## src/rtl/posit_decode_pipe.sv

```systemverilog
// posit_decode_pipe: two-stage posit<N,es> unpacker with valid/ready on both sides.
// Outputs are the sign, the combined scale k*2^es + e, the MSB-aligned fraction and the zero/NaR flags.
// Stage 1 takes the magnitude and measures the regime run. Stage 2 shifts out the regime,
// then forms the exponent, fraction and scale into the output registers.
// Optional feature: define POSIT_DEC_SKID_EN to put a 2-entry skid buffer at the input.
// in_ready then comes straight from a flop, latency becomes 3 and capacity becomes 4 words.
module posit_decode_pipe #(
    parameter int N  = 16,
    parameter int es = 3,
    localparam int Bs = $clog2(N),
    localparam int SW = Bs + es + 1,
    localparam int FW = N - es - 3
) (
    input  logic          clk,
    input  logic          rst,
    input  logic          in_valid,
    output logic          in_ready,
    input  logic [N-1:0]  in_data,
    output logic          out_valid,
    input  logic          out_ready,
    output logic          out_sign,
    output logic [SW-1:0] out_scale,
    output logic [FW-1:0] out_frac,
    output logic          out_zero,
    output logic          out_nar
);

    // handshake between stages
    logic          s2_free_s;
    logic          s1_open_s;
    logic          src_valid_s;
    logic [N-1:0]  src_data_s;
    logic          src_take_s;

    // stage 1 state
    logic          s1_valid_r;
    logic          s1_sign_r;
    logic          s1_zero_r;
    logic          s1_nar_r;
    logic          s1_rc_r;
    logic [N-1:0]  s1_mag_r;
    logic [Bs-1:0] s1_run_r;

    // stage 1 combinational decode
    logic [N-1:0]  mag_s;
    logic          rc_s;
    logic [Bs-1:0] run_s;
    logic          zero_s;
    logic          nar_s;

    // stage 2 combinational decode
    logic [Bs:0]   shamt_s;
    logic [N-1:0]  shifted_s;
    logic [es-1:0] exp_s;
    logic [FW-1:0] frac_s;
    logic [SW-1:0] run_ext_s;
    logic [SW-1:0] k_s;
    logic [SW-1:0] scale_s;

    assign s2_free_s  = !out_valid || out_ready;
    assign s1_open_s  = !s1_valid_r || s2_free_s;
    assign src_take_s = src_valid_s && s1_open_s;

`ifdef POSIT_DEC_SKID_EN
    logic [N-1:0] skid_mem_r [2];
    logic         skid_wr_r;
    logic         skid_rd_r;
    logic [1:0]   skid_cnt_r;
    logic [1:0]   skid_cnt_nxt_s;
    logic         skid_rdy_r;
    logic         skid_push_s;

    assign skid_push_s = in_valid && skid_rdy_r;
    assign src_valid_s = (skid_cnt_r != 2'd0);
    assign src_data_s  = skid_mem_r[skid_rd_r];
    assign in_ready    = skid_rdy_r;

    // next occupancy of the skid buffer
    always_comb begin
        skid_cnt_nxt_s = skid_cnt_r + {1'b0, skid_push_s} - {1'b0, src_take_s};
    end

    // skid buffer storage, pointers and registered ready
    always_ff @(posedge clk or posedge rst) begin
        if (rst) begin
            skid_mem_r[0] <= {N{1'b0}};
            skid_mem_r[1] <= {N{1'b0}};
            skid_wr_r     <= 1'b0;
            skid_rd_r     <= 1'b0;
            skid_cnt_r    <= 2'd0;
            skid_rdy_r    <= 1'b1;
        end else begin
            if (skid_push_s) begin
                skid_mem_r[skid_wr_r] <= in_data;
                skid_wr_r             <= ~skid_wr_r;
            end
            if (src_take_s) begin
                skid_rd_r <= ~skid_rd_r;
            end
            skid_cnt_r <= skid_cnt_nxt_s;
            skid_rdy_r <= (skid_cnt_nxt_s != 2'd2);
        end
    end
`else
    assign src_valid_s = in_valid;
    assign src_data_s  = in_data;
    assign in_ready    = s1_open_s;
`endif

    // magnitude, special-value flags and regime run length of the incoming word
    always_comb begin
        logic run_done;
        zero_s   = (src_data_s == {N{1'b0}});
        nar_s    = (src_data_s == {1'b1, {(N-1){1'b0}}});
        if (src_data_s[N-1]) begin
            mag_s = (~src_data_s) + {{(N-1){1'b0}}, 1'b1};
        end else begin
            mag_s = src_data_s;
        end
        rc_s     = mag_s[N-2];
        run_s    = {Bs{1'b0}};
        run_done = 1'b0;
        for (int i = N - 2; i >= 0; i--) begin
            if (!run_done && (mag_s[i] == rc_s)) begin
                run_s = run_s + Bs'(1);
            end else begin
                run_done = 1'b1;
            end
        end
    end

    // stage 1 register: loads whenever it is empty or its word moves on
    always_ff @(posedge clk or posedge rst) begin
        if (rst) begin
            s1_valid_r <= 1'b0;
            s1_sign_r  <= 1'b0;
            s1_zero_r  <= 1'b0;
            s1_nar_r   <= 1'b0;
            s1_rc_r    <= 1'b0;
            s1_mag_r   <= {N{1'b0}};
            s1_run_r   <= {Bs{1'b0}};
        end else if (s1_open_s) begin
            s1_valid_r <= src_valid_s;
            if (src_valid_s) begin
                s1_sign_r <= src_data_s[N-1];
                s1_zero_r <= zero_s;
                s1_nar_r  <= nar_s;
                s1_rc_r   <= rc_s;
                s1_mag_r  <= mag_s;
                s1_run_r  <= run_s;
            end
        end
    end

    // strip sign, regime run and terminator, then form exponent, fraction and scale
    always_comb begin
        shamt_s   = {1'b0, s1_run_r} + (Bs+1)'(2);
        shifted_s = s1_mag_r << shamt_s;
        exp_s     = shifted_s[N-1 -: es];
        frac_s    = shifted_s[N-1-es -: FW];
        run_ext_s = SW'(s1_run_r);
        if (s1_rc_r) begin
            k_s = run_ext_s - SW'(1);
        end else begin
            k_s = SW'(0) - run_ext_s;
        end
        scale_s = (k_s << es) + SW'(exp_s);
    end

    // output register: holds while the consumer stalls, zeroes fields for 0 and NaR
    always_ff @(posedge clk or posedge rst) begin
        if (rst) begin
            out_valid <= 1'b0;
            out_sign  <= 1'b0;
            out_scale <= {SW{1'b0}};
            out_frac  <= {FW{1'b0}};
            out_zero  <= 1'b0;
            out_nar   <= 1'b0;
        end else if (s2_free_s) begin
            out_valid <= s1_valid_r;
            if (s1_valid_r) begin
                out_zero <= s1_zero_r;
                out_nar  <= s1_nar_r;
                if (s1_zero_r || s1_nar_r) begin
                    out_sign  <= 1'b0;
                    out_scale <= {SW{1'b0}};
                    out_frac  <= {FW{1'b0}};
                end else begin
                    out_sign  <= s1_sign_r;
                    out_scale <= scale_s;
                    out_frac  <= frac_s;
                end
            end
        end
    end

endmodule
```

## config.mk

```make
export PLATFORM = sky130hd
export DESIGN_NAME = posit_decode_pipe
export DESIGN_NICKNAME = d
export VERILOG_FILES = /design/src/rtl/posit_decode_pipe.sv
export SDC_FILE = /design/constraint.sdc
export NUM_CORES = 1
export LEC_CHECK = 0
export BUFFER_PORTS_ARGS = -buffer_cell sky130_fd_sc_hd__buf_2
export CAP_MARGIN = 20
export CORE_MARGIN = 2
export CORE_UTILIZATION = 40
export CTS_CLUSTER_DIAMETER = 80
export DETAILED_ROUTE_END_ITERATION = 7
export PLACE_DENSITY = 0.58
export SLEW_MARGIN = 20
export SYNTH_ARGS = -nofsm -noshare
export SYNTH_HDL_FRONTEND = slang
export SYNTH_SLANG_ARGS = --single-unit
```

## constraint.sdc

```tcl
create_clock -name clk -period 6.6 [get_ports clk]
set_clock_uncertainty 0.05 [all_clocks]
set_input_delay 1.32 -clock clk [delete_from_list [all_inputs] [get_ports clk]]
set_output_delay 1.32 -clock clk [all_outputs]
set_load 0.02 [all_outputs]
```

==> run_results.csv <==
group,metric,value,unit
sta,max_clock_freq,151,MHz
synthesis,netlist_top_cells_area,"dfrtp_1 (30%), o21ai_0 (5.9%), nand2_1 (5.8%)",
routing,drtIter0Drc,123,
routing,wl_met2,4970,microns
finish,fin_nets,580,
routing,top_layer_used,"met4",
global_route,grt_max_degree,47,
sta,finalMaxSlewViolations,0,
floorplan,core_area,9240,sq um
setup_path,cpPeakStageDelay,0.50,ns
floorplan,die_x,101,microns
sta,rsz0062_at_grt,"true",
global_route,grt_pass1_vias,3500,
setup_path,startpoint,"in_data[1]",
synthesis,synth_ff_type,"dfrtp_1",
synthesis,syn-num-nets,476,
status,violations,"negative setup slack",
synthesis,ys_async_sr_fraction,1.00,
setup_path,crit_path_start_kind,"input pin",
finish,fin_util,0.548,
setup_path,rr_startpoint,"s1_run_r[1]",
sta,slew_headroom,0.386,
clock_tree,path_clk_slew,0.08,ns
synthesis,synthMuxAreaShare,0.0883,
sta,min_period,6.61,ns
floorplan,start_util,0.411,
status,status,"finished with violations",
sta,fin_crit_sh,1.00,
synthesis,synth_xor_xnor_area_share,0.0688,
synthesis,yosys-top-cells-count,"nand2_1 (59), dfrtp_1 (46), o21ai_0 (45), nor2_1 (35), mux2i_1 (20)",
routing,vias,3652,
floorplan,dieArea,10300,sq um
global_route,grt_pass1_wl,16800,microns
routing,wl_per_cell,14.8,microns
routing,met1_length,4570,microns
synthesis,synth-simple-area-share,0.201,
placed_design,numPortBuffers,42,
routing,drc,0,
sta,fin_hold_ws,0.435,ns
setup_path,cp_max_fo,5,
synthesis,synth_top_family_by_area,"compound AO/OA/AOI/OAI gates",
clock_tree,insertion_delay,0.29,ns
routing,ant_nets,0,
setup_path,arrival,6.78,ns
setup_path,rrSetupSlack,3.83,ns
worst_hold_path,hp-class,"reg2reg",
synthesis,ys_types,70,
global_route,gr-usage-all-layers,0.200,
sta,fin_setup_tns,-0.0135,ns
finish,final_layout_size_suffix_gt1_frac,0.350,
synthesis,yosys.area.top_type,"dfrtp_1",
finish,area_growth,33.3,%
synthesis,synth_edf_count,0,
sta,setup_violations,1,
run,drv_cap,0,
synthesis,yosysSeqAreaShare,0.303,
synthesis,synth-seq-cells,46,
routing,via_per_inst,5.39,
setup_path,path_buf_inv,2,
routing,dr.pass1.iters,5,
clock_tree,cts.path.max_buffers,2,
routing,wl,10100,microns
clock_tree,cts_sinks,46,
clock_tree,cts_made_buffers,5,
sta,tightest_slew,0.919,ns
synthesis,synth_compound_area_frac,0.263,
clock_tree,root_buffer,"clkbuf_8",
global_route,antenna_found_initial,0,
synthesis,synth_top_area_share,0.303,
finish,n_antenna_cell,0,
synthesis,syn_inst,443,
synthesis,syn-cell-area,3800,sq um
floorplan,ioPinCount,43,
placed_design,place_hpwl,7900,microns
power,p_leak,2.20,nW
finish,fillerInstances,858,
placed_design,dp_worst_setup_slack,-0.505,ns
setup_path,cpLargestDelayFamily,"adder cells",
synthesis,syn_avg_cell_area,8.57,sq um
power,cellPowerDensity,237,nW/um^2
routing,wl_met3,339,microns
setup_path,crit_type,"in2reg",
synthesis,synth_fa_ha_area_frac,0.0428,
setup_path,cp_slowest_cell,"or4b_4",
placed_design,gp_routability_congestion,0.945,
synthesis,yosysMostFrequentCell,"nand2_1",
clock_tree,cts_tree,"done",
power,ir_drop,0.0981,mV
setup_path,cp-end-kind,"register",
floorplan,rows,35,
worst_hold_path,worst_hold_startpoint,"out_frac[0]",
setup_path,cp.required,6.77,ns
synthesis,yosys_warnings,0,
sta,hold_viol_final,0,
floorplan,die_h,101,microns
sta,setup_slack,-0.0135,ns
setup_path,crit_top_cell,"ha_4",
clock_tree,cts-htree-levels,2,
global_route,overflow,0,
==> per-stage QoR <==
step | power [W] | cell area (sq um) | std cells
after global routing | 0.00130 | 5060 | 677
after CTS | 0.00119 | 4940 | 677
after floorplan | 0.000789 | 3890 | 443
after detailed placement | 0.000978 | 4700 | 664
after global placement | 0.000967 | 4700 | 664
final | 0.00120 | 5060 | 677
==> power breakdown <==
part,internal [W],switching (W),leakage (nW)
registers,0.000348,0.0000593,0.578
logic,0.000277,0.000339,1.57
clock network,0.0000842,0.0000933,0.0472
total,0.000709,0.000492,2.20
==> registers in the layout, indices dropped and copies added (netlist names) <==
signal and count:
s1_sign_r 1, out_sign 1, out_nar 1, out_scale 8
s1_zero_r 1, s1_nar_r 1, s1_mag_r 16, s1_run_r 4
s1_valid_r 1, out_frac 10, out_valid 1, out_zero 1
==> layout make-up <==
type	count	area (sq um)	share of cell area
clock buffer	6	82.6	0.0163
inverter	10	62.6	0.0124
multi-input combinational	366	2770	0.547
clock inverter	2	12.5	0.00247
sequential	46	1150	0.227
timing repair buffer	118	826	0.163
tap	129	161	0.0319
==> worst reg2reg max path: cells and delay by family, from the launching register on <==
kind,cells,cell delay [ns]
buffers and inverters,2,0.76
DFF,1,0.82
adders and majority gates,1,0.51
muxes,1,0.34
AOI/OAI and AO/OA,1,0.16
==> repair_timing <==
action | CTS | global route
hold endpoints to repair | 0 | 0
pin swaps | 20 | 14
setup buffers | 5 | 0
setup endpoints to repair | 2 | 3
gates cloned | 0 | 0
gates resized for setup | 22 | 20
hold buffers | 0 | 0
==> layer usage <==
layer,vias to the layer above,GRT usage
li1,1858,-
met2,83,0.360
met1,1696,0.259
met3,15,0.0214
met4,0,0.0405
met5,-,0
==> cells by family after synthesis <==
kind of cell | Yosys count
DFF | 46
AOI/OAI and AO/OA | 141
xor gates and xnor gates | 29
and+or+nand+nor | 153
buffers and inverters | 31
muxes | 30
adders and majority gates | 13
==> cells in the final DEF (no fill, tap or decap), drive strengths merged, types with 3 or more instances in the layout <==
cell    netlist  layout
a211oi        8       8
a21oi        18      18
a22o          7       7
a22oi         5       5
a311oi        3       3
a31oi         4       4
and2          5       5
buf           7     118
clkbuf       14       6
dfrtp        46      46
ha           13      13
inv          10      10
mux2          8       8
mux2i        20      20
nand2        59      59
nand2b        4       4
nand3         3       3
nand4         5       5
nor2         35      35
nor2b         5       5
nor3          7       7
nor4b         5       5
o211ai        3       3
o21a          7       7
o21ai        46      46
o221ai        4       4
o22ai         3       3
o31ai         8       8
o41ai         3       3
or2           4       4
or3           7       7
or4           4       4
xnor2        14      14
xor2         15      15
==> worst paths after layout <==
kind                                 to  cells after the start
setup / recovery            s1_run_r[2]                     29
hold / removal              out_frac[0]                      2
setup reg to reg           out_scale[2]                      5
hold reg to reg             out_frac[0]                      2
max in group asynchronous   out_frac[3]                      2
min in group asynchronous  out_scale[4]                      2
Note: power is estimated with default switching activity, not from simulation.
